--- src/rtl/stepper_pkg.sv ---
// stepper_pkg: register map, command fields, phase table and channel states
package stepper_pkg;
  localparam logic [1:0] REG_CMD = 2'd0;
  localparam logic [1:0] REG_PERIOD = 2'd1;
  localparam logic [1:0] REG_STATUS = 2'd2;
  localparam int CMD_DIR = 28;
  localparam int CMD_HALF = 29;
  localparam int CMD_HOLD = 30;
  localparam logic [3:0] PHASE [8] = '{4'b1000, 4'b1100, 4'b0100, 4'b0110,
                                       4'b0010, 4'b0011, 4'b0001, 4'b1001};
  typedef enum logic {IDLE = 1'b0, RUN = 1'b1} state_t;
  // full-step lands on odd (two-coil) entries, realigning an even start index
  function automatic logic [2:0] next_idx(logic [2:0] idx, logic half, logic dir);
    logic [1:0] q;
    q = dir ? idx[2:1] - 2'd1 : idx[2:1] + 2'd1;
    return half ? (dir ? idx - 3'd1 : idx + 3'd1) : {q, 1'b1};
  endfunction
endpackage

--- src/rtl/stepper_if.sv ---
// stepper_if: data-memory bus port of the stepper sequencer
interface stepper_if;
  logic        wren;
  logic [7:0]  address;
  logic [31:0] data_in;
  logic [31:0] q_out;
  modport master (output wren, address, data_in, input q_out);
  modport slave (input wren, address, data_in, output q_out);
endinterface

--- src/rtl/stepper_channel.sv ---
// stepper_channel: one motor channel with FSM, step divider, step counter and coil register
module stepper_channel
  import stepper_pkg::*;
#(
  parameter int CNT_W = 16,
  parameter int DIV_W = 24
) (
  input  logic             clock,
  input  logic             reset_n,
  input  logic             cmd_we,
  input  logic             period_we,
  input  logic [31:0]      data,
  output logic [3:0]       coils,
  output logic             busy,
  output logic             done,
  output logic [31:0]      status,
  output logic [DIV_W-1:0] period
);
  state_t state, state_nx;
  logic [2:0] idx, idx_nx;
  logic [CNT_W-1:0] rem, rem_nx, cnt;
  logic [DIV_W-1:0] div, div_nx, reload;
  logic hold, half, dir, hold_nx, half_nx, dir_nx;
  logic start, stop, step, fin;
  logic [3:0] coils_nx;
  logic unused_ok;
  assign cnt = data[CNT_W-1:0];
  assign start = cmd_we && cnt != '0;
  assign stop = cmd_we && cnt == '0;
  assign step = state == RUN && div == '0 && !cmd_we;
  assign fin = step && rem == CNT_W'(1);
  assign reload = period == '0 ? '0 : period - DIV_W'(1);
  assign unused_ok = ^data;
  assign status = {16'(rem), 11'd0, idx, hold, busy};
  always_ff @(posedge clock)
    if (!reset_n) state <= IDLE;
    else state <= state_nx;
  always_comb state_nx = stop ? IDLE : start ? RUN : fin ? IDLE : state;
  // the final step pattern is driven for one cycle even when holding is off
  always_comb begin
    busy = state == RUN;
    idx_nx = step ? next_idx(idx, half, dir) : idx;
    rem_nx = start ? cnt : step ? rem - CNT_W'(1) : rem;
    div_nx = start || step ? reload : busy && div != '0 ? div - DIV_W'(1) : div;
    hold_nx = cmd_we ? data[CMD_HOLD] : hold;
    half_nx = start ? data[CMD_HALF] : half;
    dir_nx = start ? data[CMD_DIR] : dir;
    coils_nx = state_nx == RUN || hold_nx || fin ? PHASE[idx_nx] : 4'b0000;
  end
  always_ff @(posedge clock)
    if (!reset_n) begin
      idx <= '0;
      rem <= '0;
      div <= '0;
      period <= DIV_W'(1);
      hold <= 1'b0;
      half <= 1'b0;
      dir <= 1'b0;
      coils <= '0;
      done <= 1'b0;
    end else begin
      idx <= idx_nx;
      rem <= rem_nx;
      div <= div_nx;
      period <= period_we ? data[DIV_W-1:0] : period;
      hold <= hold_nx;
      half <= half_nx;
      dir <= dir_nx;
      coils <= coils_nx;
      done <= fin;
    end
endmodule

--- src/rtl/stepper_ctrl.sv ---
// stepper_ctrl: memory-mapped multi-channel stepper sequencer (address decode and read mux)
module stepper_ctrl
  import stepper_pkg::*;
#(
  parameter int NUM_CH = 2,
  parameter int CNT_W = 16,
  parameter int DIV_W = 24
) (
  input  logic                clock,
  input  logic                reset_n,
  stepper_if.slave            bus,
  output logic [4*NUM_CH-1:0] coils,
  output logic [NUM_CH-1:0]   busy,
  output logic [NUM_CH-1:0]   done
);
  logic [5:0] ch;
  logic [1:0] sel;
  logic [31:0] rd;
  logic [31:0] status [NUM_CH];
  logic [DIV_W-1:0] period [NUM_CH];
  assign ch = bus.address[7:2];
  assign sel = bus.address[1:0];
  for (genvar c = 0; c < NUM_CH; c++) begin : g_ch
    stepper_channel #(.CNT_W(CNT_W), .DIV_W(DIV_W)) u_ch (
      .clock(clock),
      .reset_n(reset_n),
      .cmd_we(bus.wren && ch == 6'(c) && sel == REG_CMD),
      .period_we(bus.wren && ch == 6'(c) && sel == REG_PERIOD),
      .data(bus.data_in),
      .coils(coils[4*c+:4]),
      .busy(busy[c]),
      .done(done[c]),
      .status(status[c]),
      .period(period[c])
    );
  end
  always_comb begin
    rd = '0;
    for (int i = 0; i < NUM_CH; i++)
      if (ch == 6'(i)) rd = sel == REG_PERIOD ? 32'(period[i]) : sel == REG_STATUS ? status[i] : '0;
  end
  always_ff @(posedge clock) bus.q_out <= !reset_n ? '0 : rd;
endmodule

--- src/flat_wrapper.sv ---
// flat-port wrapper written by rule: the top's interface ports become plain ports
module stepper_ctrl_flat import stepper_pkg::*;
#(
  parameter int NUM_CH = 2,
  parameter int CNT_W = 16,
  parameter int DIV_W = 24
)
  (clock, reset_n, coils, busy, done, bus_wren, bus_address, bus_data_in, bus_q_out);
  stepper_if bus_i ();
  input  logic clock;
  input  logic reset_n;
  output logic [4*NUM_CH-1:0] coils;
  output logic [NUM_CH-1:0] busy;
  output logic [NUM_CH-1:0] done;
  input wire logic [$bits(bus_i.wren)-1:0] bus_wren;
  input wire logic [$bits(bus_i.address)-1:0] bus_address;
  input wire logic [$bits(bus_i.data_in)-1:0] bus_data_in;
  output wire logic [$bits(bus_i.q_out)-1:0] bus_q_out;
  assign bus_i.wren = bus_wren;
  assign bus_i.address = bus_address;
  assign bus_i.data_in = bus_data_in;
  assign bus_q_out = bus_i.q_out;
  stepper_ctrl #(.NUM_CH(NUM_CH), .CNT_W(CNT_W), .DIV_W(DIV_W)) u_core (.clock(clock), .reset_n(reset_n), .bus(bus_i), .coils(coils), .busy(busy), .done(done));
endmodule
--- config.mk ---
export PLATFORM = sky130hd
export DESIGN_NAME = stepper_ctrl_flat
export DESIGN_NICKNAME = d
export VERILOG_FILES = /design/src/rtl/stepper_pkg.sv /design/src/rtl/stepper_if.sv /design/src/rtl/stepper_channel.sv /design/src/rtl/stepper_ctrl.sv /design/src/flat_wrapper.sv
export SDC_FILE = /design/constraint.sdc
export NUM_CORES = 1
export LEC_CHECK = 0
export ABC_AREA = 1
export BUFFER_PORTS_ARGS = -buffer_cell sky130_fd_sc_hd__buf_2
export CAP_MARGIN = 20
export CORE_UTILIZATION = 30
export CTS_CLUSTER_DIAMETER = 120
export DETAILED_ROUTE_END_ITERATION = 6
export PLACE_DENSITY_LB_ADDON = 0.3
export SLEW_MARGIN = 10
export SYNTH_ARGS = -nofsm -noshare
export SYNTH_HDL_FRONTEND = slang
export SYNTH_SLANG_ARGS = --single-unit
--- constraint.sdc ---
create_clock -name clock -period 6.05 [get_ports clock]
set_clock_uncertainty 0.2 [all_clocks]
set_input_delay 1.5125 -clock clock [delete_from_list [all_inputs] [get_ports clock]]
set_output_delay 1.5125 -clock clock [all_outputs]
set_load 0.05 [all_outputs]
# Word-level counts from Yosys, hierarchy flattened
# Memory sizes are Yosys's and may differ from the RTL's. A register that Yosys moved wholly into a read port is not among the register bits.
# Index checks and enable logic that the tools add are counted.
# op_classes
bitwise_logic	2
mux	32
addsub	14
n_reduce_logical	44
n_eq_ne	5
# ops
operator	count
$mux 32	6
$mux 24	6
$logic_not 24->1	4
$sub 24x1->24 const B	4
$mux 16	4
$reduce_bool 24->1	2
$eq 16x1->1 const B	2
$sub 16x1->16 const B	2
$logic_and 1x1->1	18
$mux 3	6
$logic_not 16->1	1
$reduce_bool 16->1	1
$mux 1	8
$not 3->4	2
$reduce_bool 2->1	4
$add 3x1->3 const B	2
$eq 6x1->1 const B	1
$logic_not 6->1	1
$logic_or 1x1->1	6
$sub 3x1->3 const B	2
$add 2x1->2 const B	2
$logic_not 1->1	4
$mux 2	2
$reduce_and 2->1	2
other kinds (4)	5
# word_totals
mem_bits_ro	64
memories	2
out_inout_bits	44
reg_bits	176
wordCells	118
# mem_list
memory	depth	width	rd	rd_ports_with_merged_regs	write_ports	line	text
(no name shown)	8	4	1	1	0	stepper_channel.sv:48	coils_nx = state_nx == RUN || hold_nx || fin ? PHASE[idx_nx] : 4'b0000;
(no name shown)	8	4	1	1	0	stepper_channel.sv:48	

# Depth between registers and ports, before layout
# logic_depth
word_depth	13
depth_mapped	15
ltp_nobuf	15

# Cells and area by module
# A second synthesis with hierarchy kept.
# unflattened
cells_unflattened	1933
hier_area_um2	12244.2
# by_module_without_submodules
mod	area_each_um2	cells_each	seq_area_each_um2	instances
stepper_channel at u_core.g_ch[1].u_ch	5088.6	810	1521.5	1
stepper_channel at u_core.g_ch[0].u_ch	5079.9	791	1521.5	1
stepper_ctrl	2075.7	332	640.6	1

# Worst setup path before layout
# OpenSTA, ideal clock, no wires.
# synth_path
path_type	input -> register
start	input bus_address[5]
end	register u_core.g_ch[1].u_ch.rem[15]
required_time_ns	5.731
path_buffers	2
cell_stages	10
t_arrival_ns	2.762
slack_ns	2.969
setup_ns	0.119
path_cell_list	nor2_2 nand2_2 nor2_4 nand3_4 a21oi_4 nor2_4 buf_6 buf_6 a21oi_1 a21oi_1
# synth_between
elab_chain_len	6
elab_cells_between_ends	8
# synth_lines
item	line	text
start: declaration	flat_wrapper.sv:16	input wire logic [$bits(bus_i.address)-1:0] bus_address;
$eq 6x1->1 *	stepper_ctrl.sv:27	.cmd_we(bus.wren && ch == 6'(c) && sel == REG_CMD),
$logic_and 1x1->1 * (2 in series)	stepper_ctrl.sv:27	
$logic_not 1->1	stepper_channel.sv:30	assign step = state == RUN && div == '0 && !cmd_we;
$logic_and 1x1->1	stepper_channel.sv:30	
$reduce_bool 2->1 (no source line)	-	
end signal: assignment	stepper_channel.sv:63	rem <= rem_nx;
end: declaration	stepper_channel.sv:21	logic [CNT_W-1:0] rem, rem_nx, cnt;
# Mark *: on every way between the ends. The rest lies on a longest branch, timed or not.
# A chain may end at the register's enable or synchronous reset.

# Worst setup path after layout
# layout_path
start	input bus_address[5]
end	register u_core.g_ch[1].u_ch.div[21]
# layout_between
elab_chain_len	7
elab_cells_between_ends	9
# layout_lines
item	line	text
$eq 6x1->1 *	stepper_ctrl.sv:27	
$logic_and 1x1->1 * (2 in series)	stepper_ctrl.sv:27	
$logic_not 1->1	stepper_channel.sv:30	
$logic_and 1x1->1	stepper_channel.sv:30	
$logic_or 1x1->1 *	stepper_channel.sv:44	div_nx = start || step ? reload : busy && div != '0 ? div - DIV_W'(1) : div;
$mux 24 / $reduce_bool 2->1 (equally long branches)	-	
end signal: assignment	stepper_channel.sv:64	div <= div_nx;
end: declaration	stepper_channel.sv:22	logic [DIV_W-1:0] div, div_nx, reload;
# Marks and branches as above.

==> results.py <==
metrics = {
    "synth": {
        "synth_ff_type": "dfxtp_1",
        "synth_area_leader_cell": "dfxtp_1",
        "synth_top_cell_area_share": 0.327,
        "ys_seq_area_frac": 0.327,
        "synth_enable_flop_cells": 0,
        "postSynthCellCount": 1762,
        "synth_nets": 1817,
        "synth_cell_types": 46,
        "yosys_register_bits": 184,
        "synth_warnings": 0,
        "syn_area_um2": 11300,
        "avgSynthCellArea_um2": 6.40,
        "async_reset_ff_frac": 0,
        "synthTopCellsByArea": "dfxtp_1 33%, nand2_1 14%, nor2_1 7.2%",
    },
    "placement": {
        "placed_area_um2": 12000,
        "place.port_buffers": 81,
        "dp_hpwl_um": 30200,
        "dpl_worst_slack_ps": 1400,
        "place.gp.congestion": 0.907,
    },
    "sta": {
        "timing.final.hold_violations": 0,
        "finalMaxSlewViolations": 0,
        "slew_headroom": 0.365,
        "fin_crit_sh": 0.696,
        "fin_ws_ps": 1840,
        "setup_viol": 0,
        "whs_ps": 302,
        "finalCriticalPeriod_ps": 4210,
        "max_slew.worst_pin.slew_ps": 943,
        "rsz0062_at_grt": "false",
        "fmax_mhz": 237,
        "fin_setup_tns_ps": 0,
    },
    "route": {
        "dr.pass1.iters": 5,
        "drt_iter0_markers": 894,
        "drcViolationCount": 0,
        "viasPerCell": 5.08,
        "routed_wl_um": 39600,
        "antenna_left": 0,
        "vias": 11600,
        "wl_per_cell_um": 17.3,
    },
    "min_path": {
        "min_path_cells": 2,
        "hold_path_end": "u_core.bus.q_out[31]",
        "hp-class": "reg -> reg",
        "min-delay-start": "u_core.g_ch[0].u_ch.rem[15]",
    },
    "setup_path": {
        "crit_start": "bus_address[5]",
        "r2r_start": "u_core.g_ch[1].u_ch.div[0]",
        "r2r_end": "u_core.g_ch[1].u_ch.rem[11]",
        "worstSetupPathType": "in -> reg",
        "cp.arrival_ps": 4370,
        "crit_path_start_kind": "input port",
        "reg2reg_slack_ps": 3300,
        "cp-end-kind": "flop",
        "critical_path_peak_fanout": 33,
        "ff2ff_path_depth": 9,
        "required_ps": 6210,
    },
    "clock_network": {
        "cts-root-buf": "clkbuf_16",
        "clk-insertion-delay-late_ps": 450,
        "cts_made_buffers": 17,
        "path_clk_slew_ps": 70,
        "cts_tree": "built",
        "cts_resized": 0,
        "post_cts_buffers": 0,
        "cts_hold_buf": 0,
        "htreeDepth": 4,
        "cts_sinks": 184,
        "clock_path_buffers": 2,
    },
    "layout": {
        "multiInputGateArea_um2": 6500,
        "syn2layout_area_growth_pct": 11.3,
        "post-route-cell-area_um2": 12600,
        "fill_cells": 4096,
        "fin_nets": 1862,
        "final_layout_size_suffix_gt1_frac": 0.0957,
        "regArea_um2": 3680,
        "fin_util": 0.341,
    },
    "status": {
        "status": "finished, final reports clean",
    },
    "floorplanning": {
        "die_h_um": 196,
        "start_util": 0.307,
        "die_w_um": 196,
        "ios": 87,
        "dieArea_um2": 38400,
        "core_um2": 36800,
        "num_rows": 70,
    },
    "power_and_ir_drop": {
        "ir_drop_mv": 0.206,
        "powerDensity_nw_per_um2": 194,
        "p_leak_nw": 6.02,
    },
    "global_routing": {
        "antenna_found_initial": 2,
        "grt_pass1_wl_um": 61200,
        "grt_max_degree": 74,
        "grt-ovfl-total": 0,
        "grtUsageTotal": 0.207,
        "grt_pass1_vias": 10800,
    },
    "job": {
        "drv_cap": 0,
    },
}
## cell families after synthesis
kind of cell | after synthesis | synth area share
AND/OR/NAND/NOR | 892 | 0.348
AO/OA/AOI/OAI | 332 | 0.157
buffers and inverters | 269 | 0.0973
flip-flops | 184 | 0.327
XOR/XNOR | 73 | 0.0567
adder cells (fa/ha/maj) | 12 | 0.0146
## cells in the final DEF (no fill, tap or decap), types with 11 or more instances in the layout
cell type	count
a21oi_1	129
a31oi_1	15
buf_2	80
clkbuf_16	17
dfxtp_1	184
inv_1	194
nand2_1	416
nand3_1	141
nand3b_1	11
nand4_1	36
nor2_1	216
nor2_2	13
nor3_1	19
o21ai_0	139
o21ai_1	11
o22ai_1	23
xnor2_1	17
xor2_1	56
## synthesized netlist by cell type (5+ instances only)
library cell / instances
nor2_4: 9
nor2_1: 216
a31oi_1: 15
nand3_1: 141
inv_1: 194
xor2_1: 56
nand2_1: 416
nand4_1: 36
ha_1: 10
buf_6: 7
clkbuf_1: 33
buf_2: 12
o21bai_1: 5
nand3b_1: 11
nor2_2: 13
inv_2: 8
buf_4: 5
o21ai_0: 139
a21oi_1: 129
nand2_2: 6
dfxtp_1: 184
buf_1: 8
nor3_1: 19
o22ai_1: 23
xnor2_1: 17
o21ai_1: 11
## report_power, final
group | switching, mW | internal (mW)
Sequential | 0.00365 | 1.21
Combinational | 0.110 | 0.0418
Clock | 0.523 | 0.548
Total | 0.637 | 1.80
## sequential cells by signal (all words and copies together) (netlist names)
register                 cells
u_core.bus.q_out            32
u_core.g_ch.u_ch.busy        2
u_core.g_ch.u_ch.coils       8
u_core.g_ch.u_ch.dir         2
u_core.g_ch.u_ch.div        48
u_core.g_ch.u_ch.done        2
u_core.g_ch.u_ch.half        2
u_core.g_ch.u_ch.hold        2
u_core.g_ch.u_ch.idx         6
u_core.g_ch.u_ch.period     48
u_core.g_ch.u_ch.rem        32
## layout make-up
class / count / area share
inverter: 204 / 0.0611
multi-input combinational: 1309 / 0.517
clock inverter: 9 / 0.00548
clock buffer: 21 / 0.0367
timing repair buffer: 91 / 0.0391
sequential: 184 / 0.293
antenna: 1 / 0.000199
tap: 468 / 0.0466
## metrics by stage
| step | std cells | total power, mW |
|---|---|---|
| 4_1_cts | 2286 | 2.46 |
| 6_report | 2287 | 2.44 |
| 5_1_grt | 2286 | 2.52 |
| 3_3_place_gp | 2255 | 1.39 |
| 3_5_place_dp | 2256 | 1.39 |
| 2_1_floorplan | 1762 | 1.33 |
## per-layer routing
metal | GRT usage | vias to the layer above | wire (µm)
met3 | 0.0462 | 53 | 2890
met4 | 0.0657 | 2 | 883
met1 | 0.289 | 5371 | 18800
met2 | 0.315 | 381 | 17000
met5 | 0 | - | 13
li1 | - | 5815 | -
## worst max path at each step
| stage | slack (ps) | endpoint | cells past startpoint |
|---|---|---|---|
| after detailed placement | 1400 | u_core.g_ch[1].u_ch.div[21] | 13 |
| after CTS | 1870 | u_core.g_ch[1].u_ch.div[21] | 13 |
| after global placement | 1400 | u_core.g_ch[1].u_ch.div[21] | 13 |
| after floorplan | 2970 | u_core.g_ch[1].u_ch.rem[15] | 10 |
| final | 1840 | u_core.g_ch[1].u_ch.div[21] | 13 |
| after global routing | 1610 | u_core.g_ch[1].u_ch.div[21] | 13 |
## worst max-delay path, cell delays in order
cell and delay, ps:
buf_2 100, nor2_2 150, nand2_2 110, nor2_4 640, nand3_4 350, nand2_4 200, nor2_2 80, nor2_4 410
nand2_1 380, o21ai_0 250, inv_1 60, nand2_1 50, inv_1 30
Note: power is estimated with default switching activity, not from simulation.
